--- src/rtl/clk_div_bank.sv ---
// ============================================================================
// clk_div_bank : multi-channel programmable clock-enable (tick) generator
// Option macro: CLK_DIV_BANK_SHADOW_EN (glitch-free divisor change at wrap)
// Revision 1.0
// ============================================================================
`default_nettype none

module clk_div_bank #(
    parameter int NCH      = 4,
    parameter int CW       = 32,
    parameter int DW       = 16,
    parameter int DIV_INIT = 2,
    parameter int CHW      = (NCH > 1) ? $clog2(NCH) : 1
) (
    input  logic              clk,
    input  logic              reset,
    input  logic [NCH-1:0]    en,
    input  logic              cfg_we,
    input  logic [CHW-1:0]    cfg_ch,
    input  logic [DW-1:0]     cfg_div,
    output logic [NCH*CW-1:0] cnt,
    output logic [NCH-1:0]    tick,
    output logic [NCH-1:0]    clk_out
);

    localparam logic [DW-1:0] c_div_init = DW'(DIV_INIT);

    for (genvar i = 0; i < NCH; i++) begin : g_ch
        logic [CW-1:0] r_cnt;
        logic [DW-1:0] r_ph;
        logic [DW-1:0] r_div;
        logic          r_tick;
        logic          r_clk;
        logic          w_sel;
        logic          w_wrap;
        logic [DW-1:0] w_lim;

        // An out-of-range cfg_ch can never equal a valid channel index.
        assign w_sel  = cfg_we && (cfg_ch == CHW'(i));
        assign w_lim  = (r_div == '0) ? '0 : r_div - DW'(1);
        // >= so a divisor lowered below the current phase wraps at once.
        assign w_wrap = (r_ph >= w_lim);

`ifdef CLK_DIV_BANK_SHADOW_EN
        logic [DW-1:0] r_shadow;
        logic          r_pend;

        always_ff @(posedge clk) begin
            if (!reset) begin
                r_cnt    <= '0;
                r_ph     <= '0;
                r_div    <= c_div_init;
                r_tick   <= 1'b0;
                r_clk    <= 1'b0;
                r_shadow <= c_div_init;
                r_pend   <= 1'b0;
            end else begin
                if (en[i]) begin
                    r_cnt <= r_cnt + CW'(1);
                    if (w_wrap) begin
                        r_ph   <= '0;
                        r_tick <= 1'b1;
                        r_clk  <= ~r_clk;
                        // A write landing on the wrap edge is the newest value.
                        if (w_sel) begin
                            r_div  <= cfg_div;
                            r_pend <= 1'b0;
                        end else if (r_pend) begin
                            r_div  <= r_shadow;
                            r_pend <= 1'b0;
                        end
                    end else begin
                        r_ph   <= r_ph + DW'(1);
                        r_tick <= 1'b0;
                    end
                end else begin
                    r_tick <= 1'b0;
                end
                if (w_sel && !(en[i] && w_wrap)) begin
                    r_shadow <= cfg_div;
                    r_pend   <= 1'b1;
                end
            end
        end
`else
        always_ff @(posedge clk) begin
            if (!reset) begin
                r_cnt  <= '0;
                r_ph   <= '0;
                r_div  <= c_div_init;
                r_tick <= 1'b0;
                r_clk  <= 1'b0;
            end else begin
                if (en[i]) begin
                    r_cnt <= r_cnt + CW'(1);
                end
                if (w_sel) begin
                    r_div  <= cfg_div;
                    r_ph   <= '0;
                    r_tick <= 1'b0;
                end else if (en[i]) begin
                    if (w_wrap) begin
                        r_ph   <= '0;
                        r_tick <= 1'b1;
                        r_clk  <= ~r_clk;
                    end else begin
                        r_ph   <= r_ph + DW'(1);
                        r_tick <= 1'b0;
                    end
                end else begin
                    r_tick <= 1'b0;
                end
            end
        end
`endif

        assign cnt[i*CW +: CW] = r_cnt;
        assign tick[i]         = r_tick;
        assign clk_out[i]      = r_clk;
    end

endmodule

`default_nettype wire

--- config.mk ---
export PLATFORM = sky130hd
export DESIGN_NAME = clk_div_bank
export DESIGN_NICKNAME = d
export VERILOG_FILES = /design/src/rtl/clk_div_bank.sv
export SDC_FILE = /design/constraint.sdc
export NUM_CORES = 1
export LEC_CHECK = 0
export ABC_AREA = 1
export ABC_CLOCK_PERIOD_IN_PS = 3100
export BUFFER_PORTS_ARGS = -buffer_cell sky130_fd_sc_hd__buf_2
export CORE_MARGIN = 2
export CORE_UTILIZATION = 30
export DETAILED_ROUTE_END_ITERATION = 10
export PLACE_DENSITY = 0.54
export SLEW_MARGIN = 20
export SYNTH_ARGS = -nofsm -noshare
export SYNTH_HDL_FRONTEND = slang
export SYNTH_SLANG_ARGS = --single-unit
export TNS_END_PERCENT = 20
--- constraint.sdc ---
create_clock -name clk -period 3.1 [get_ports clk]
set_input_delay 0.31 -clock clk [delete_from_list [all_inputs] [get_ports clk]]
set_output_delay 0.31 -clock clk [all_outputs]
set_load 0.005 [all_outputs]
# Word-level counts from Yosys, hierarchy flattened
# Index checks and enable logic that the tools add are counted.
[classes]
addsub = 12
n_lt_le_gt_ge = 4
eq_ne = 3
n_mux = 12
n_bitwise = 13
reduce_logical = 21
[ops]
columns = ["operator", "count"]
rows = [
  ["adder 32 x 1 -> 32 bit (second input constant)", 4],
  ["two-way mux 16 bit", 8],
  ["adder 16 x 1 -> 16 bit (second input constant)", 4],
  [">= comparator 16 bit", 4],
  ["zero test 16 bit", 4],
  ["subtractor 16 x 1 -> 16 bit (second input constant)", 4],
  ["NOT 1 bit", 13],
  ["AND reduction 3 bit", 4],
  ["OR reduction 3 bit", 4],
  ["OR reduction 2 bit", 4],
  ["equality test 2 bit (second input constant)", 2],
  ["logical AND 1 bit", 4],
  ["two-way mux 1 bit", 4],
  ["equality test 2 x 1 -> 1 bit (second input constant)", 1],
  ["zero test 2 bit", 1],
]
[word_totals]
regBits = 264
inputBits = 25
wordCells = 85

# Depth between registers and ports, before layout
[logic_depth]
ltp_word = 4
mapped_depth = 21
mapped_depth_nobuf = 20

# Least setup slack after synthesis
# Ideal clock, no wire load.
[synth_timing]
path_kind = "register -> register"
start = "reg g_ch[2].r_div[0]"
end = "reg g_ch[2].r_ph[12]"
t_arrival_ns = 2.330
required_ns = 2.983
path_slack_ns = 0.653
path_stages_with_launch = 17
path_buffers = 1
synth_period_minus_slack_ns = 2.447
cell_sequence = "dfxtp_1 -> inv_1 -> ha_1 -> nand2_1 -> nor2_1 -> nand3_1 -> o21ai_0 -> nand3_1 -> ha_1 -> nand2_1 -> nor3_1 -> nand2_1 -> nand2_1 -> nand2_1 -> nand2_1 -> buf_4 -> nor2_1"
[synth_between]
elab_chain_cells = 4
[synth_rtl]
columns = ["element", "line", "rtl"]
rows = [
  ["from (decl)", "31", "logic [DW-1:0] r_div;"],
  ["from (signal assigned)", "90", "r_div <= c_div_init;"],
  ["from (signal assigned)", "98", "r_div <= cfg_div;"],
  ["subtractor 16 x 1 -> 16 bit or zero test 16 bit (tied branches)", "40", "assign w_lim = (r_div == '0) ? '0 : r_div - DW'(1);"],
  ["two-way mux 16 bit *", "40", ""],
  [">= comparator 16 bit *", "42", "assign w_wrap = (r_ph >= w_lim);"],
  ["two-way mux 16 bit *", "102", "if (w_wrap) begin"],
  ["to (signal assigned)", "107", "r_ph <= r_ph + DW'(1);"],
  ["to (decl)", "30", "logic [DW-1:0] r_ph;"],
]
# Every way passes the cells marked *; elsewhere a longest branch is shown, timed or not.
# A chain may end at the register's enable or synchronous reset.

# Final worst setup path
[layout_timing]
start = "reg g_ch[2].r_div[2]"
end = "reg g_ch[2].r_ph[4]"
# Same word-level chain as after synthesis.

==> results.md <==
* Status: finished clean
* Reg clk slew, reported paths at 0.06 ns
* CP Data Arrival Time at 3.22 ns
* Area leader, netlist: dfxtp_1
* Drt initial violations at 767
* Diode count at 0
* Leak Pwr at 7.77 nW
* Power per cell area at 475 nW/µm²
* Final setup viols at 0
* CP max stage delay at 0.34 ns
* CP Cell Sequence: nor2_1 > nand2_1 > nor2_1 > nand2_1 > nor3_4 > nand2_1 > nand2_1 > nand3_1 > ha_1 > nand2_1 > nor3_2 > nand2_1 > nand2_1 > nand2_1 > nand2_1 > buf_4 > nor2_1
* Final Max Slew Viols at 0
* Post-synthesis cell count at 2296
* 1st-pass router iterations at 5
* Sequential cell area at 5290 µm²
* Synth async-reset ratio at 0%
* CTS tree: yes
* CTS H-tree lvls at 2
* Total routed wirelength at 43.0 mm
* Cts bufs inserted at 35
* Post-route ant nets at 0
* Max VDD drop at 0.308 mV
* Crit Path Category: reg2reg
* I/O Buffers at 160
* Most used DFF post-synth: dfxtp_1
* Crit path top cell by count: nand2_1
* Final cell count without fillers at 3163
* Yosys synthesis warning count at 0
* Worst hold path class: in2reg
* Die W at 231 µm
* Comb power frac at 9.3%
* Routed WL per cell at 13.6 µm
* Rows at 83
* Nets at 2565
* Cell with the most instances after synthesis: nand2_1
* Worst-path fanout max at 15
* Grt met3 use at 3.25%
* Seq pwr share at 40.9%
* First-pass GRT wire length at 71.0 mm
* Relative slew slack at 42.6%
* Post-Synthesis Cell Area at 15400 µm²
* Worst-case clock buffer depth at 3
* Worst-skew pair later-pin latency at 0.53 ns
* EDFF count, synth at 0
* Net Sw Power at 2.18 mW
* Synthesized Nets at 2401
* Worst Setup Start Kind: flip-flop
* Internal at 6.47 mW
* Max-Cap Viols at 0
* HPWL Detailed at 32.2 mm
* Clock power frac at 49.8%
* Number of global-route vias before repair at 14160
* Sw Ratio at 25.2%
* CORE AREA at 51100 µm²
* Syn avg cell area at 6.71 µm²
* Layout cells sized above 1 at 13.7%
* # fillers at 5533
* Final period utilization at 90.7%
* Via density at 4.69
* Met2 usage at 26.1%
* Die H at 231 µm
* Flops & latches, synth at 264
* Commonest cells in the netlist: nand2_1, nor2_1, dfxtp_1, inv_1, nand3_1
* Initial core utilization at 30.2%
* Overflow after GRT at 0
* CTS root buf: clkbuf_16
* P&R area growth vs syn at 18.2%
* Placed cell count at 3095
* DR vias at 14840
* Critical path data required time at 3.51 ns
* I/O pins at 161
* Min Hold Slack at 0.121 ns
* Die Area at 53200 µm²
* Share of the synthesized area in the top cell type at 34.3%
* Post-synth cell types at 43
* Pre-CTS setup slack at -0.0416 ns
* Clock sink count at 264
* Pin count of the biggest net entering global routing at 88
* Critical Path Slowest Stage Cell: dfxtp_1
* GRT met1 Usage at 21.7%
* GRT Util Overall at 16.2%
* Initial antenna violation count at 0
* GP Congestion at 0.866
* Clk_skew at 0.0156 ns
* Maximum clock frequency at 356 MHz
* Synth area leaders: dfxtp_1, nand2_1, nor2_1
* CP endpoint kind: flip-flop
* DRC errors left at 0
* GR peak layer: met2
* Worst setup margin at 0.288 ns
* Clock period minus worst slack at 2.81 ns
* Multi-input logic area at 8850 µm²
* Final hold viol count at 0
* Seq/Total Area, Yosys at 34.3%
* Actual slew at the worst max-slew pin at 0.862 ns
-- power by group through the flow --
| stage | Clock, mW | Sequential (mW) | Combinational, mW |
|---|---|---|---|
| final | 4.31 | 3.54 | 0.801 |
| after global routing | 4.58 | 3.55 | 0.932 |
| after CTS | 4.43 | 3.54 | 0.796 |
| after detailed placement | 0 | 3.61 | 0.789 |
| after global placement | 0 | 3.61 | 0.774 |
| after floorplan | 0 | 3.59 | 0.581 |
-- stage by stage --
stage / power [mW] / utilization (%) / TNS, ns / instance area [µm²]
final: 8.65 / 35.6 / 0 / 18200
after global routing: 9.06 / 35.6 / -0.235 / 18200
after global placement: 4.38 / 33.1 / 0 / 16900
after CTS: 8.77 / 35.5 / 0 / 18100
after detailed placement: 4.40 / 33.1 / -0.369 / 16900
after floorplan: 4.17 / - / 0 / 15400
-- sequential cells by signal (all words and copies together) (netlist names) --
name,count
g_ch.r_cnt,128
g_ch.r_div,64
g_ch.r_ph,64
g_ch.r_clk,4
g_ch.r_tick,4
-- worst max-delay path: cells and delay by family, from the launching register on --
family | cells | cell delay [ns]
adder cells (fa/ha/maj) | 1 | 0.31
buffers and inverters | 1 | 0.20
flip-flops | 1 | 0.34
AND/OR/NAND/NOR | 15 | 1.84
-- area by class of cell --
| class | count | area share (%) |
|---|---|---|
| timing repair buffer | 182 | 5.32 |
| multi-input combinational | 1700 | 48.6 |
| clock inverter | 13 | 1.09 |
| inverter | 277 | 5.72 |
| sequential | 264 | 29.0 |
| clock buffer | 47 | 5.62 |
| tap | 680 | 4.67 |
-- what timing repair did --
item,4_1_cts,5_1_grt
gates resized for setup,0,12
pin swaps,1,2
hold buffers,0,0
setup buffers,3,5
cloned,0,0
setup endpoints to repair,15,60
-- layer usage --
layer  vias to the layer above  part of all wire, %  wire length, µm
li1                       7753                    -                -
met1                      6715                   49            21000
met2                       311                   44            18800
met3                        61                  5.2             2230
met4                         0                  2.3              976
met5                         -                    0                0
-- path summary, 6_finish.rpt --
kind,startpoint,endpoint,slack [ns],cells after the start
worst max-delay path,g_ch[2].r_div[2],g_ch[2].r_ph[4],0.29,17
worst min-delay path,cfg_div[3],g_ch[2].r_div[3],0.12,3
worst max register to register,g_ch[2].r_div[2],g_ch[2].r_ph[4],0.29,17
worst min register to register,g_ch[1].r_cnt[30],g_ch[1].r_cnt[30],0.47,2
-- cell usage in the layout (no fill, tap or decap), types with 26 or more instances in the layout --
master,n
ha_1,80
buf_2,159
inv_1,262
nand3_1,156
xor2_1,49
nand2_1,470
xnor2_1,26
nand4_1,46
dfxtp_1,264
clkbuf_16,37
o21ai_0,141
a21oi_1,146
nor3_1,50
nor2_1,392
-- logic make-up (layout without fill, tap and decap cells) --
family,Yosys count,count (layout),synth area share (%)
flip-flops,264,264,34.3
adder cells (fa/ha/maj),80,80,6.50
XOR/XNOR,75,75,4.26
buffers and inverters,332,519,8.58
AND/OR/NAND/NOR,1227,1227,35.7
AO/OA/AOI/OAI,318,318,10.6
Note: power is estimated with default switching activity, not from simulation.
